## config.mk

```make
export PLATFORM = sky130hd
export DESIGN_NAME = pu_fifo_ring_flat
export DESIGN_NICKNAME = d
export VERILOG_FILES = /design/src/rtl/pu_fifo_ring_if.sv /design/src/rtl/pu_fifo_ring.sv /design/src/flat_wrapper.sv
export SDC_FILE = /design/constraint.sdc
export NUM_CORES = 1
export LEC_CHECK = 0
export CORE_AREA = 2 2 173 133
export DETAILED_ROUTE_END_ITERATION = 10
export DIE_AREA = 0 0 175 135
export PLACE_DENSITY = 0.83
export SLEW_MARGIN = 20
export SYNTH_ARGS = -nofsm -noshare
export SYNTH_HDL_FRONTEND = slang
export SYNTH_SLANG_ARGS = --single-unit
```

## constraint.sdc

```tcl
create_clock -name clk -period 5.2 [get_ports clk]
set_input_delay 0.78 -clock clk [delete_from_list [all_inputs] [get_ports clk]]
set_output_delay 0.78 -clock clk [all_outputs]
set_load 0.01 [all_outputs]
```

## src/rtl/pu_fifo_ring_if.sv

```systemverilog
// pu_fifo_ring_if: PU bus bundle for pu_fifo_ring; signal_peek exists only with PU_FIFO_RING_PEEK_EN
interface pu_fifo_ring_if #(
  parameter int DATA_WIDTH = 32,
  parameter int ATTR_WIDTH = 4,
  parameter int LEVEL_WIDTH = 4
);
  logic [DATA_WIDTH-1:0] data_in, data_out;
  logic [ATTR_WIDTH-1:0] attr_in, attr_out;
  logic signal_wr, signal_oe, signal_flush;
  logic full, empty;
  logic [LEVEL_WIDTH-1:0] level;
`ifdef PU_FIFO_RING_PEEK_EN
  logic signal_peek;
`endif
  modport master (
`ifdef PU_FIFO_RING_PEEK_EN
    output signal_peek,
`endif
    output data_in, attr_in, signal_wr, signal_oe, signal_flush,
    input data_out, attr_out, full, empty, level
  );
  modport slave (
`ifdef PU_FIFO_RING_PEEK_EN
    input signal_peek,
`endif
    input data_in, attr_in, signal_wr, signal_oe, signal_flush,
    output data_out, attr_out, full, empty, level
  );
endinterface

```

## src/rtl/pu_fifo_ring.sv

```systemverilog
// pu_fifo_ring: ring-buffer FIFO PU with over/underflow sticky error and flush; PU_FIFO_RING_PEEK_EN adds signal_peek
module pu_fifo_ring #(
  parameter int DATA_WIDTH = 32,
  parameter int ATTR_WIDTH = 4,
  parameter int FIFO_SIZE = 8,
  parameter int LEVEL_WIDTH = $clog2(FIFO_SIZE + 1)
) (
  input logic clk,
  input logic rst,
  pu_fifo_ring_if.slave bus
);
  localparam int PW = $clog2(FIFO_SIZE);
  localparam logic [PW-1:0] LAST = PW'(FIFO_SIZE - 1);
  logic [ATTR_WIDTH+DATA_WIDTH-1:0] mem [FIFO_SIZE];
  logic [ATTR_WIDTH+DATA_WIDTH-1:0] head;
  logic [PW-1:0] wr_ptr, rd_ptr;
  logic [LEVEL_WIDTH-1:0] level;
  logic [DATA_WIDTH-1:0] data_q;
  logic [ATTR_WIDTH-1:0] attr_q;
  logic sticky_err, full, empty, rd, pop, wr_ok, ovf;
  assign full = level == LEVEL_WIDTH'(FIFO_SIZE);
  assign empty = level == '0;
  assign head = mem[rd_ptr];
`ifdef PU_FIFO_RING_PEEK_EN
  assign rd = bus.signal_oe | bus.signal_peek;
`else
  assign rd = bus.signal_oe;
`endif
  assign pop = bus.signal_oe & ~empty;
  // a full FIFO still accepts a write when the same cycle pops a word
  assign wr_ok = bus.signal_wr & (~full | bus.signal_oe);
  assign ovf = bus.signal_wr & full & ~bus.signal_oe;
  always_ff @(posedge clk)
    if (wr_ok && !bus.signal_flush) mem[wr_ptr] <= {bus.attr_in, bus.data_in};
  always_ff @(posedge clk or negedge rst) begin
    if (!rst) begin
      wr_ptr <= '0;
      rd_ptr <= '0;
      level <= '0;
      sticky_err <= 1'b0;
      data_q <= '0;
      attr_q <= '0;
    end else if (bus.signal_flush) begin
      wr_ptr <= '0;
      rd_ptr <= '0;
      level <= '0;
      sticky_err <= 1'b0;
      data_q <= '0;
      attr_q <= '0;
    end else begin
      if (wr_ok) wr_ptr <= wr_ptr == LAST ? '0 : wr_ptr + 1'b1;
      if (pop) rd_ptr <= rd_ptr == LAST ? '0 : rd_ptr + 1'b1;
      level <= level + LEVEL_WIDTH'(wr_ok) - LEVEL_WIDTH'(pop);
      sticky_err <= sticky_err | ovf | (rd & empty);
      data_q <= rd && !empty ? head[DATA_WIDTH-1:0] : '0;
      attr_q <= !rd ? '0 : empty ? ATTR_WIDTH'(1) : head[ATTR_WIDTH+DATA_WIDTH-1:DATA_WIDTH] | ATTR_WIDTH'(sticky_err);
    end
  end
  assign bus.data_out = data_q;
  assign bus.attr_out = attr_q;
  assign bus.full = full;
  assign bus.empty = empty;
  assign bus.level = level;
endmodule
```

## src/flat_wrapper.sv

```systemverilog
// flat-port wrapper written by rule: the top's interface ports become plain ports
module pu_fifo_ring_flat 
#(
  parameter int DATA_WIDTH = 32,
  parameter int ATTR_WIDTH = 4,
  parameter int FIFO_SIZE = 8,
  parameter int LEVEL_WIDTH = $clog2(FIFO_SIZE + 1)
)
  (clk, rst, bus_data_in, bus_attr_in, bus_signal_wr, bus_signal_oe, bus_signal_flush, bus_data_out, bus_attr_out, bus_full, bus_empty, bus_level);
  pu_fifo_ring_if #(.DATA_WIDTH(DATA_WIDTH), .ATTR_WIDTH(ATTR_WIDTH), .LEVEL_WIDTH(LEVEL_WIDTH)) bus_i ();
  input logic clk;
  input logic rst;
  input wire logic [$bits(bus_i.data_in)-1:0] bus_data_in;
  input wire logic [$bits(bus_i.attr_in)-1:0] bus_attr_in;
  input wire logic [$bits(bus_i.signal_wr)-1:0] bus_signal_wr;
  input wire logic [$bits(bus_i.signal_oe)-1:0] bus_signal_oe;
  input wire logic [$bits(bus_i.signal_flush)-1:0] bus_signal_flush;
  output wire logic [$bits(bus_i.data_out)-1:0] bus_data_out;
  output wire logic [$bits(bus_i.attr_out)-1:0] bus_attr_out;
  output wire logic [$bits(bus_i.full)-1:0] bus_full;
  output wire logic [$bits(bus_i.empty)-1:0] bus_empty;
  output wire logic [$bits(bus_i.level)-1:0] bus_level;
  assign bus_i.data_in = bus_data_in;
  assign bus_i.attr_in = bus_attr_in;
  assign bus_i.signal_wr = bus_signal_wr;
  assign bus_i.signal_oe = bus_signal_oe;
  assign bus_i.signal_flush = bus_signal_flush;
  assign bus_data_out = bus_i.data_out;
  assign bus_attr_out = bus_i.attr_out;
  assign bus_full = bus_i.full;
  assign bus_empty = bus_i.empty;
  assign bus_level = bus_i.level;
  pu_fifo_ring #(.DATA_WIDTH(DATA_WIDTH), .ATTR_WIDTH(ATTR_WIDTH), .FIFO_SIZE(FIFO_SIZE), .LEVEL_WIDTH(LEVEL_WIDTH)) u_core (.clk(clk), .rst(rst), .bus(bus_i));
endmodule
```

* Yosys cells after proc, flatten, opt, wreduce, memory -nomap -nowiden
Memories as Yosys holds them, arrays and structs flattened.
Index checks and enable logic that the tools add are counted.
** Word-level totals
- Memories :: 1
- Word-level logic and storage cells :: 48
- Output and inout port bits :: 42
- Register bits :: 47
- Input port bits :: 41
- RAM bits :: 288
** Cells by class
- Eq/ne operators :: 3
- Reductions and logical operators :: 7
- Mux-type cells :: 15
- Bitwise gates (word level) :: 12
- $add $sub $neg :: 4
** Memory list
- u_core.mem :: depth 8, width 36, rd ports 1, clocked after Yosys merged registers in 0, write ports 1, line pu_fifo_ring.sv:14 : logic [ATTR_WIDTH+DATA_WIDTH-1:0] mem [FIFO_SIZE];
** Operator list (count)
- 32-bit 2-to-1 mux :: 2
- 3-bit 2-to-1 mux :: 6
- 4-bit 2-to-1 mux :: 4
- 3-bit by 1-bit adder with 3-bit output, second input constant :: 2
- 3-bit == test, second input constant :: 2
- 1-bit bitwise AND :: 5
- 4-bit by 1-bit adder with 4-bit output :: 1
- 4-bit == test, second input constant :: 1
- 4-bit zero test :: 1
- 4-bit by 1-bit OR with 4-bit output :: 1
- 2-bit nonzero test :: 2
- 4-bit by 1-bit subtractor with 4-bit output :: 1
- 1-bit 2-to-1 mux :: 3
- 1-bit inverter :: 3
- 1-bit OR :: 3
- 1-bit logical AND :: 2
- 1-bit zero test :: 2

* Longest topological paths before layout
Gate-level depths: netlist of the first run.
- Depth in word-level cells :: 7
- Depth in mapped cells :: 12
- Mapped depth without buffers :: 12

* Worst setup path after synthesis of the first run
No wires, ideal clock.
- Path type :: input-to-reg
- Start point :: input port bus_signal_flush
- End point :: memory u_core.mem[0][0] in the netlist's numbering (enable)
- Required time :: 4.726 ns
- Arrival time :: 3.643 ns
- Path buffers :: 0
- Stages on the path :: 4
- Slack :: 1.083 ns
- Cells stage by stage :: nand2b_1 a21oi_1 nand2b_1 nor3_1
** Between the ends
- Longest elaborated chain between the ends :: 4
** Ends and longest elaborated chain
- start: declaration :: line flat_wrapper.sv:17 : input wire logic [$bits(bus_i.signal_flush)-1:0] bus_signal_flush;
- 1-bit zero test :: line pu_fifo_ring.sv:34 : if (wr_ok && !bus.signal_flush) mem[wr_ptr] <= {bus.attr_in, bus.data_in};
- 1-bit logical AND :: line pu_fifo_ring.sv:34
- 1-bit 2-to-1 mux :: line pu_fifo_ring.sv:34
- 1-bit 2-to-1 mux (implied by the code) :: line pu_fifo_ring.sv:34
- end: declaration :: line pu_fifo_ring.sv:14
Every way passes these cells.

* Worst setup path in the final report of the first run
- Start point :: input port bus_signal_flush
- End point :: memory u_core.mem[3][6] in the netlist's numbering (enable)
Same word-level chain as after synthesis.

==> metrics, run 1 <==
Final Hold Fails=0; most instantiated cells after synthesis=edfxtp_1 (288), mux4_2 (71), dfrtp_1 (47), nor2_1 (47), mux2i_1 (40); Syn Std Cell Area=12500 sq um; die height=between 100 and 150 microns; cell family with most CP delay=simple AND/OR/NAND/NOR gates; Async S/R FF share, synth=14.0%; share of the synthesized area in the top cell type=68.9%; first-pass GRT wire length=37500 microns; Critical Path End Type=flop; RSZ-0062 raised after global routing=false; Longest Clk Path Bufs=3; initial DRC count=584; synthesized flop and latch total=335; CP Max Fanout=25; dominant cell type by area after synthesis=edfxtp_1; Startpoint Class=primary input; Initial Util=a little under three fifths; status=complete, no violations; die footprint=roughly 24000 sq um; GPL Wtd Cong=about 0.75; YS warnings=0; Vias per Instance=5.96; cells on worst reg2reg path=7; largest net degree at the start of global routing=74; Max-slew headroom=26.7%; Synth Area in XOR/XNOR=0.279%; number of port buffers=82; post-synthesis sequential area ratio=around 78%; RR Endpoint=u_core.mem[3][6]; Syn Inst Count=around 580; first drt pass iteration count=4; Period minus WS final=3250 ps; Synth Flop Type=edfxtp_1; vias in the first global route=6325; synth top area cells=edfxtp_1 (69%), mux4_2 (13%), dfrtp_1 (9.4%); Worst R2R Start=u_core.bus.level[2]; mux contribution to synthesized area=about 16%; VDD IR max=0.274 mV; vias=5944; IO Count=83; htree depth=1; antenna viol nets, final=0; DRC violations left=0; EDFF count, synth=288; Distinct cells, synth=28; dpl cells=938; Max stage delay cell, worst path=nor2_4; Net Count, Synth=626; Synth Area in Simple Gates=2.34%; Post-CTS Setup Bufs=0; CTS tree=done; clock sinks=335; Core Area=21800 sq um; Tcrit/Tclk final=62.5%; wire length per cell=24.5 microns; worst stage delay on the critical path=approximately 840 ps; Cell Chain, Critical Path=clkdlybuf4s50_1 -> nand2b_1 -> a21oi_1 -> nand2_1 -> nor2_4 -> buf_4; Slew Limit Fails=0; Hold Crit Class=in -> async; worst slew pin tran=1100 ps; clock-pin slew of the registers on the worst-case setup and hold paths=around 70 ps; max frequency=307 MHz; number of CTS-inserted buffers=30; GRT Total Usage=21.4%; layout cells sized above 1=21.7%; clock skew=7.33 ps; Max-Cap Viols=0; PostCTS Resize Cnt=0; Total Nets Final=729; Post-Synthesis Mean Instance Area=21.8 sq um; Area growth, synth to finish=18.6%; row count=47; Crit Path Category=in -> reg; Cell Count, Final, Fillers Out=approximately 1000; Crit path buffers/inverters=2; PwrDens=436 nW/um^2; Pleak=4.88 nW; main combinational cell family by area after synthesis=multiplexers; Die Width=175 microns; flop2flop setup slack=2310 ps; Final setup viols=0; CTS root buffer=clkbuf_16; Worst-Skew Late Latency=around 540 ps; Setup TNS=0 ps; most common cell in the synthesized netlist=edfxtp_1; grt ovf=0; antenna violations before repair=0; HPWL Detailed=13800 microns; final wirelength=24400 microns; Crit path required time=5440 ps; adder-cell area share of the yosys netlist=under 10%; crit path DAT=approximately 3500 ps; compound-gate portion of the synthesized area=less than 1%; Post-CTS Hold Buffers=0
[metal layers]
metal  up-vias  part of all wire (%)  GRT usage (%)
met1      3162                    42           30.8
li1       2507                     -              -
met4         0                   1.6           4.54
met5         -                     0              0
met3        35                   6.1           3.77
met2       240                    50           35.4
[metrics by stage]
stage | utilization, % | area [sq um] | power [mW] | setup slack [ps] | hold WS (ps)
after global placement | 62.8 | 13700 | 4.27 | 1570 | 483
final | 68.2 | 14900 | 6.48 | 1950 | 364
after CTS | 68.0 | 14800 | 6.51 | 2000 | 379
after detailed placement | 63.4 | 13800 | 4.33 | 1470 | 492
after floorplan | - | 12500 | 3.95 | 1080 | 462
after global routing | 68.2 | 14900 | 6.72 | 1850 | 404
[power breakdown]
part / switching (mW) / leakage, nW / total, mW / internal, mW
clock: 0.931 / 0.494 / 2.19 / 1.26
combinational: 0.498 / 1.16 / 1.12 / 0.626
sequential: 0.133 / 3.23 / 3.17 / 3.04
total: 1.56 / 4.88 / 6.48 / 4.92
[cell families after synthesis]
kind of cell	count (synthesis)
DFF	335
AOI/OAI and AO/OA	10
buffers and inverters	37
adders and majority gates	10
muxes	111
and+or+nand+nor	68
xor gates and xnor gates	4
[registers in the layout (all words and copies together) (netlist names)]
| name | cells |
|---|---|
| u_core.mem | 288 |
| u_core.bus.data_out | 32 |
| u_core.bus.attr_out | 4 |
| u_core.bus.level | 4 |
| u_core.rd_ptr | 3 |
| u_core.wr_ptr | 3 |
| u_core.sticky_err | 1 |
[area by class of cell]
cell class | instances | area (sq um)
Tap cell | 294 | 368
Multi-Input combinational cell | 203 | 2580
Timing Repair Buffer | 97 | 1060
Fill cell | 1313 | 6930
Clock buffer | 39 | 856
Sequential cell | 335 | 9830
Antenna cell | 1 | 2.50
Clock inverter | 17 | 140
Inverter | 11 | 41.3
[worst max path at each step]
stage                     startpoint                 to  slack, ps  depth (start not counted)
floorplan           bus_signal_flush   u_core.mem[0][0]       1080                          4
global placement    bus_signal_flush   u_core.mem[1][3]       1570                          5
detailed placement  bus_signal_flush   u_core.mem[3][2]       1470                          6
CTS                 bus_signal_flush  u_core.mem[3][23]       2000                          6
global route        bus_signal_flush  u_core.mem[3][35]       1850                          6
finish              bus_signal_flush   u_core.mem[3][6]       1950                          6
[cell usage in the layout (no fill, tap or decap), drive strengths merged]
| cell type | n |
|---|---|
| nor2b | 2 |
| nand2b | 4 |
| edfxtp | 288 |
| clkdlybuf4s50 | 81 |
| fa | 1 |
| nor3 | 2 |
| a311oi | 1 |
| inv | 11 |
| clkbuf | 39 |
| clkinv | 13 |
| nand3 | 2 |
| xnor2 | 2 |
| dfrtp | 47 |
| a21oi | 6 |
| buf | 16 |
| clkinvlp | 2 |
| ha | 9 |
| nor3b | 1 |
| xor2 | 2 |
| mux4 | 71 |
| a21bo | 1 |
| a21o | 2 |
| or3 | 2 |
| or3b | 2 |
| nand2 | 6 |
| diode | 1 |
| bufinv | 2 |
| nor2 | 47 |
| mux2i | 40 |
(Power assumes the default switching activity.)
==> inputs of run 2 (changes only) <==
CORE_AREA = 2 2 181 139   (was 2 2 173 133)
DIE_AREA = 0 0 183 141   (was 0 0 175 135)
PLACE_DENSITY = 0.8   (was 0.83)
clock period = 2.9 ns   (was 5.2 ns; I/O delays follow)
==> metrics, run 2 (synthesis gave the netlist of run 1 again) <==
initial DRC count=562 (-3.8%); most frequent cells in the layout=edfxtp_1 (288), clkdlybuf4s50_1 (81), mux4_2 (71); Worst-Skew Late Latency=560 ps (+20 ps); vias=5936 (-0.13%); Die Width=183 microns (+4.6%); antenna viol nets, final=0 (unchanged); clock skew=17.0 ps (+9.67 ps); IO Count=83 (unchanged); Setup TNS=0 ps (unchanged); Comb pwr share=18.1% (+0.8 points); PwrDens=775 nW/um^2 (+78%); Max stage delay cell, worst path=clkdlybuf4s50_1; Core Area=24300 sq um (+11%); final wirelength=24200 microns (-0.86%); clock power share=33.8% (about the same); Hold Slack=10.5 ps (-354 ps); Worst Slack Setup Final=201 ps (-1750 ps); dpl cells=967 (+3.1%); number of flip-flops in the largest register=288 (unchanged); DRC violations left=0 (unchanged); number of port buffers=82 (unchanged); htree depth=1 (unchanged); status=complete, no violations; Tcrit/Tclk final=between 90 and 100%; GPL Wtd Cong=0.726 (-3.1%); Max-Cap Viols=0 (unchanged); worst slew pin tran=816 ps (-284 ps); Post-CTS Hold Buffers=0 (unchanged); Cell Chain, Critical Path=inv_1 -> ha_1 -> nor3b_1 -> clkdlybuf4s50_1; die footprint=25800 sq um (+9.2%); CP Max Fanout=4 (-84%); largest net degree at the start of global routing=48 (-35%); GRT Total Usage=19.5% (-1.9 points); first-pass GRT wire length=37700 microns (+0.48%); Slew Limit Fails=0 (unchanged); Pleak=4.91 nW (+0.51%); Cell Count, Final, Fillers Out=1026 (+2.9%); Area growth, synth to finish=19.6%; VDD IR max=0.478 mV (+74%); Longest Clk Path Bufs=3 (unchanged); sw frac=24.1% (about the same); number of CTS-inserted buffers=31 (+3.3%); cell-internal power=8.83 mW (+79%); sequential share of power=48.0% (-0.9 points); HPWL Detailed=14500 microns (+4.9%); Initial Util=51.7% (-5.8 points); Hold Crit Class=in -> async; final core utilization=61.8% (-6.4 points); Max-slew headroom=45.6% (+19 points); RSZ-0062 raised after global routing=false; Final setup viols=0 (unchanged); dpl ws=189 ps (-1280 ps); Period minus WS final=2700 ps; Switching Power=2.81 mW (+80%); vias in the first global route=6372 (+0.74%); clock-pin slew of the registers on the worst-case setup and hold paths=60 ps (about the same); CTS root buffer=clkbuf_16; crit path DAT=2260 ps (-1230 ps); worst stage delay on the critical path=640 ps (-200 ps); Total Nets Final=739 (+1.4%); wire length per cell=23.6 microns (-3.7%); antenna violations before repair=2 (+2); Critical Path End Type=primary output; clock sinks=335 (unchanged); Final Hold Fails=0 (unchanged); Startpoint Class=flop; Vias per Instance=5.79 (-3.0%); PostCTS Resize Cnt=0 (unchanged); Crit path required time=2470 ps (-2970 ps); largest reg by FF count=u_core.mem; die height=141 microns (+4.4%); layout cells sized above 1=22.2% (+0.51 points); max frequency=about 370 MHz; commonest non-fill, non-tap cell in the layout=edfxtp_1; grt ovf=0 (unchanged); CTS tree=done; Crit Path Category=reg -> out; first drt pass iteration count=5 (+1); Post-CTS Setup Bufs=0 (unchanged); row count=50 (+6.4%)
[run 2: cell count changes in the layout (fill, tap and decap cells not counted), sizes merged]
cell      before  now
clkinvlp       2    3
clkinv        13   12
clkbuf        39   40
buf           16   25
inv           11   12
[run 2: layout make-up]
class	count	area [sq um]
Fill cell	1604	9270
Inverter	11	41.3
Timing Repair Buffer	106	1150
Clock inverter	18	151
Clock buffer	40	850
Multi-Input combinational cell	203	2590
Antenna cell	1	2.50
Sequential cell	335	9830
Tap cell	312	390
[run 2: power groups by stage]
stage,logic (mW),registers (mW),clock network [mW]
detailed placement,2.14,5.69,0
global placement,2.09,5.67,0
floorplan,1.42,5.66,0
finish,2.11,5.59,3.93
global route,2.31,5.61,4.18
CTS,2.15,5.59,4.02
[run 2: worst max-delay path, delay by kind of cell (launching register included)]
family | cells | cell delay [ps]
buf+inv | 2 | 750
flops | 1 | 380
simple gates | 1 | 450
fa+ha+maj | 1 | 150
[run 2: path summary, 6_finish.rpt]
kind / to / slack, ps / cells after the start / from
max in group asynchronous: u_core.rd_ptr[0] / 2390 / 2 / rst
min in group clk: u_core.sticky_err / 530 / 2 / u_core.sticky_err
min: u_core.bus.data_out[29] / 10 / 2 / rst
max reg2reg: u_core.bus.level[2] / 360 / 11 / u_core.bus.level[2]
max: bus_full / 200 / 4 / u_core.bus.level[2]
min reg2reg: u_core.sticky_err / 530 / 2 / u_core.sticky_err
[run 2: routing by layer]
layer	GRT usage [%]	vias up	wire (microns)
met5	0	-	13
met4	3.58	2	354
met3	3.41	31	1570
met2	32.1	237	12000
met1	28.1	3134	10300
li1	-	2532	-
[run 2: per-stage QoR]
step                area, sq um  power, mW
CTS                       15000       11.8
global placement          14000       7.76
floorplan                 12600       7.08
global route              15000       12.1
detailed placement        14000       7.82
finish                    15000       11.6
==> inputs of run 3 (changes only) <==
PLACE_DENSITY = 0.79   (was 0.8)
clock period = 2.3 ns   (was 2.9 ns; I/O delays follow)
==> metrics, run 3 (synthesis gave the netlist of run 1 again) <==
status=complete, no violations; IO Count=83 (unchanged); CP Max Fanout=2 (-2); vias in the first global route=6437 (+1.0%); largest reg by FF count=u_core.mem; number of port buffers=82 (unchanged); Pleak=5.05 nW (+2.9%); die footprint=25800 sq um (unchanged); RR Endpoint=u_core.bus.level[1]; Vias per Instance=5.67 (-2.0%); Crit path required time=2790 ps (+320 ps); most frequent cells in the layout=edfxtp_1 (288), clkdlybuf4s50_1 (79), mux4_2 (71); RSZ-0062 raised after global routing=true; final wirelength=24400 microns (+0.95%); Slew Limit Fails=0 (unchanged); GPL Wtd Cong=0.754 (+3.9%); HPWL Detailed=15200 microns (+4.7%); max frequency=~450 MHz; largest net degree at the start of global routing=33 (-31%); placed cell area=14200 sq um (+1.5%); Crit path top cell by count=inv_2; Final Hold Fails=0 (unchanged); Core Area=24300 sq um (unchanged); worst slew pin tran=371 ps (-445 ps); cells on worst reg2reg path=10 (-1); GRT Total Usage=19.8% (+0.28 points); Max-Cap Viols=0 (unchanged); die height=141 microns (unchanged); Hold Crit Class=in -> async; cell area after layout=15200 sq um (+1.4%); commonest non-fill, non-tap cell in the layout=edfxtp_1; wire length per cell=23.2 microns (-1.5%); CTS tree=done; CTS root buffer=clkbuf_16; Filler Cell Count=1613 (+0.56%); Setup TNS=0 ps (unchanged); worst stage delay on the critical path=520 ps (-120 ps); clock sinks=335 (unchanged); grt ovf=0 (unchanged); Period minus WS final=2230 ps; Area growth, synth to finish=21.3%; clock-pin slew of the registers on the worst-case setup and hold paths=60 ps (about the same); Cell Chain, Critical Path=inv_2 -> ha_1 -> or3b_4 -> nand2_2 -> inv_2 -> ha_4 -> inv_2 -> ha_4 -> fa_2 -> nor2b_4; initial DRC count=638 (+14%); cell family with most CP delay=adder cells; htree depth=1 (unchanged); Max stage delay cell, worst path=fa_2; Longest Clk Path Bufs=3 (unchanged); antenna violations before repair=1 (-1); Tcrit/Tclk final=96.8%; number of flip-flops in the largest register=288 (unchanged); antenna viol nets, final=0 (unchanged); Initial Util=51.7% (unchanged); Critical Path End Type=flop; Startpoint Class=flop; Worst-Skew Late Latency=550 ps (about the same); Worst R2R Start=u_core.bus.level[2]; clock skew=12.6 ps (-4.42 ps); Crit path buffers/inverters=3 (+1); Total Nets Final=766 (+3.7%); VDD IR max=0.726 mV (+52%); row count=50 (unchanged); Die Width=183 microns (unchanged); Crit Path Category=reg -> reg; DRC violations left=0 (unchanged); crit path DAT=2720 ps (+460 ps); Max-slew headroom=75.3% (+30 points); number of CTS-inserted buffers=31 (unchanged); layout cells sized above 1=27.5% (+5.3 points); Cell Count, Final, Fillers Out=1052 (+2.5%); PwrDens=966 nW/um^2 (+25%); dpl cells=992 (+2.6%); vias=5963 (+0.45%); flop2flop setup slack=70 ps (-290 ps); first drt pass iteration count=5 (unchanged); Final setup viols=0 (unchanged); first-pass GRT wire length=38100 microns (+0.88%)
[run 3: cell count changes in the layout (fill, tap and decap cells not counted), moves of 4 or more]
cell,before,now
buf_4,12,38
clkinv_1,6,2
clkinv_2,4,12
inv_1,9,5
inv_2,2,6
[run 3: timing repair]
action	4_1_cts	5_1_grt
resized for setup	9	9
endpoints found under the hold margin	13	0
endpoints found under the setup margin	5	3
cloned	0	0
pin swaps	1	4
hold buffers	1	0
setup buffers	0	1
[run 3: report_power, final]
part	switching (mW)	internal, mW
Clock	2.15	2.55
Combinational	1.32	1.63
Sequential	0.184	6.87
Total	3.65	11.0
[run 3: area by class of cell]
| type | instances | area (sq um) | share of cell area, % |
|---|---|---|---|
| multi-input combinational | 203 | 2670 | 17.5 |
| antenna | 1 | 2.50 | 0.0164 |
| sequential | 335 | 9830 | 64.6 |
| timing repair buffer | 133 | 1350 | 8.84 |
| clock buffer | 39 | 826 | 5.43 |
| tap | 312 | 390 | 2.57 |
| inverter | 11 | 41.3 | 0.271 |
| clock inverter | 18 | 109 | 0.715 |
[run 3: how the worst max path moves through the flow]
stage / startpoint / end / slack, ps / cells past startpoint
2_1_floorplan: u_core.bus.level[2] / u_core.mem[1][0] / -210 / 6
3_3_place_gp: u_core.bus.level[2] / u_core.bus.level[2] / 20 / 11
3_5_place_dp: u_core.bus.level[2] / u_core.bus.level[2] / -50 / 11
4_1_cts: u_core.bus.level[2] / u_core.bus.level[1] / -2 / 10
5_1_grt: u_core.bus.level[2] / u_core.bus.level[1] / -20 / 10
6_report: u_core.bus.level[2] / u_core.bus.level[1] / 70 / 10
[run 3: routing by layer]
layer / vias up / routed length, microns / track usage [%] / share of wire [%]
met5: - / 0 / 0 / 0
met2: 213 / 12200 / 33.2 / 50
li1: 2582 / - / - / -
met3: 39 / 1430 / 3.33 / 5.9
met1: 3129 / 10200 / 27.6 / 42
met4: 0 / 538 / 4.72 / 2.2
[run 3: stage by stage]
| stage | utilization, % | hold WS, ps | power (mW) | setup slack (ps) |
|---|---|---|---|---|
| after floorplan | - | 49.4 | 8.95 | -205 |
| after global placement | 58.5 | 271 | 9.90 | 18.1 |
| after detailed placement | 58.5 | 284 | 10.0 | -45.9 |
| after CTS | 62.5 | 231 | 14.7 | -1.99 |
| after global routing | 62.7 | 252 | 15.3 | -17.4 |
| final | 62.7 | 239 | 14.7 | 72.9 |
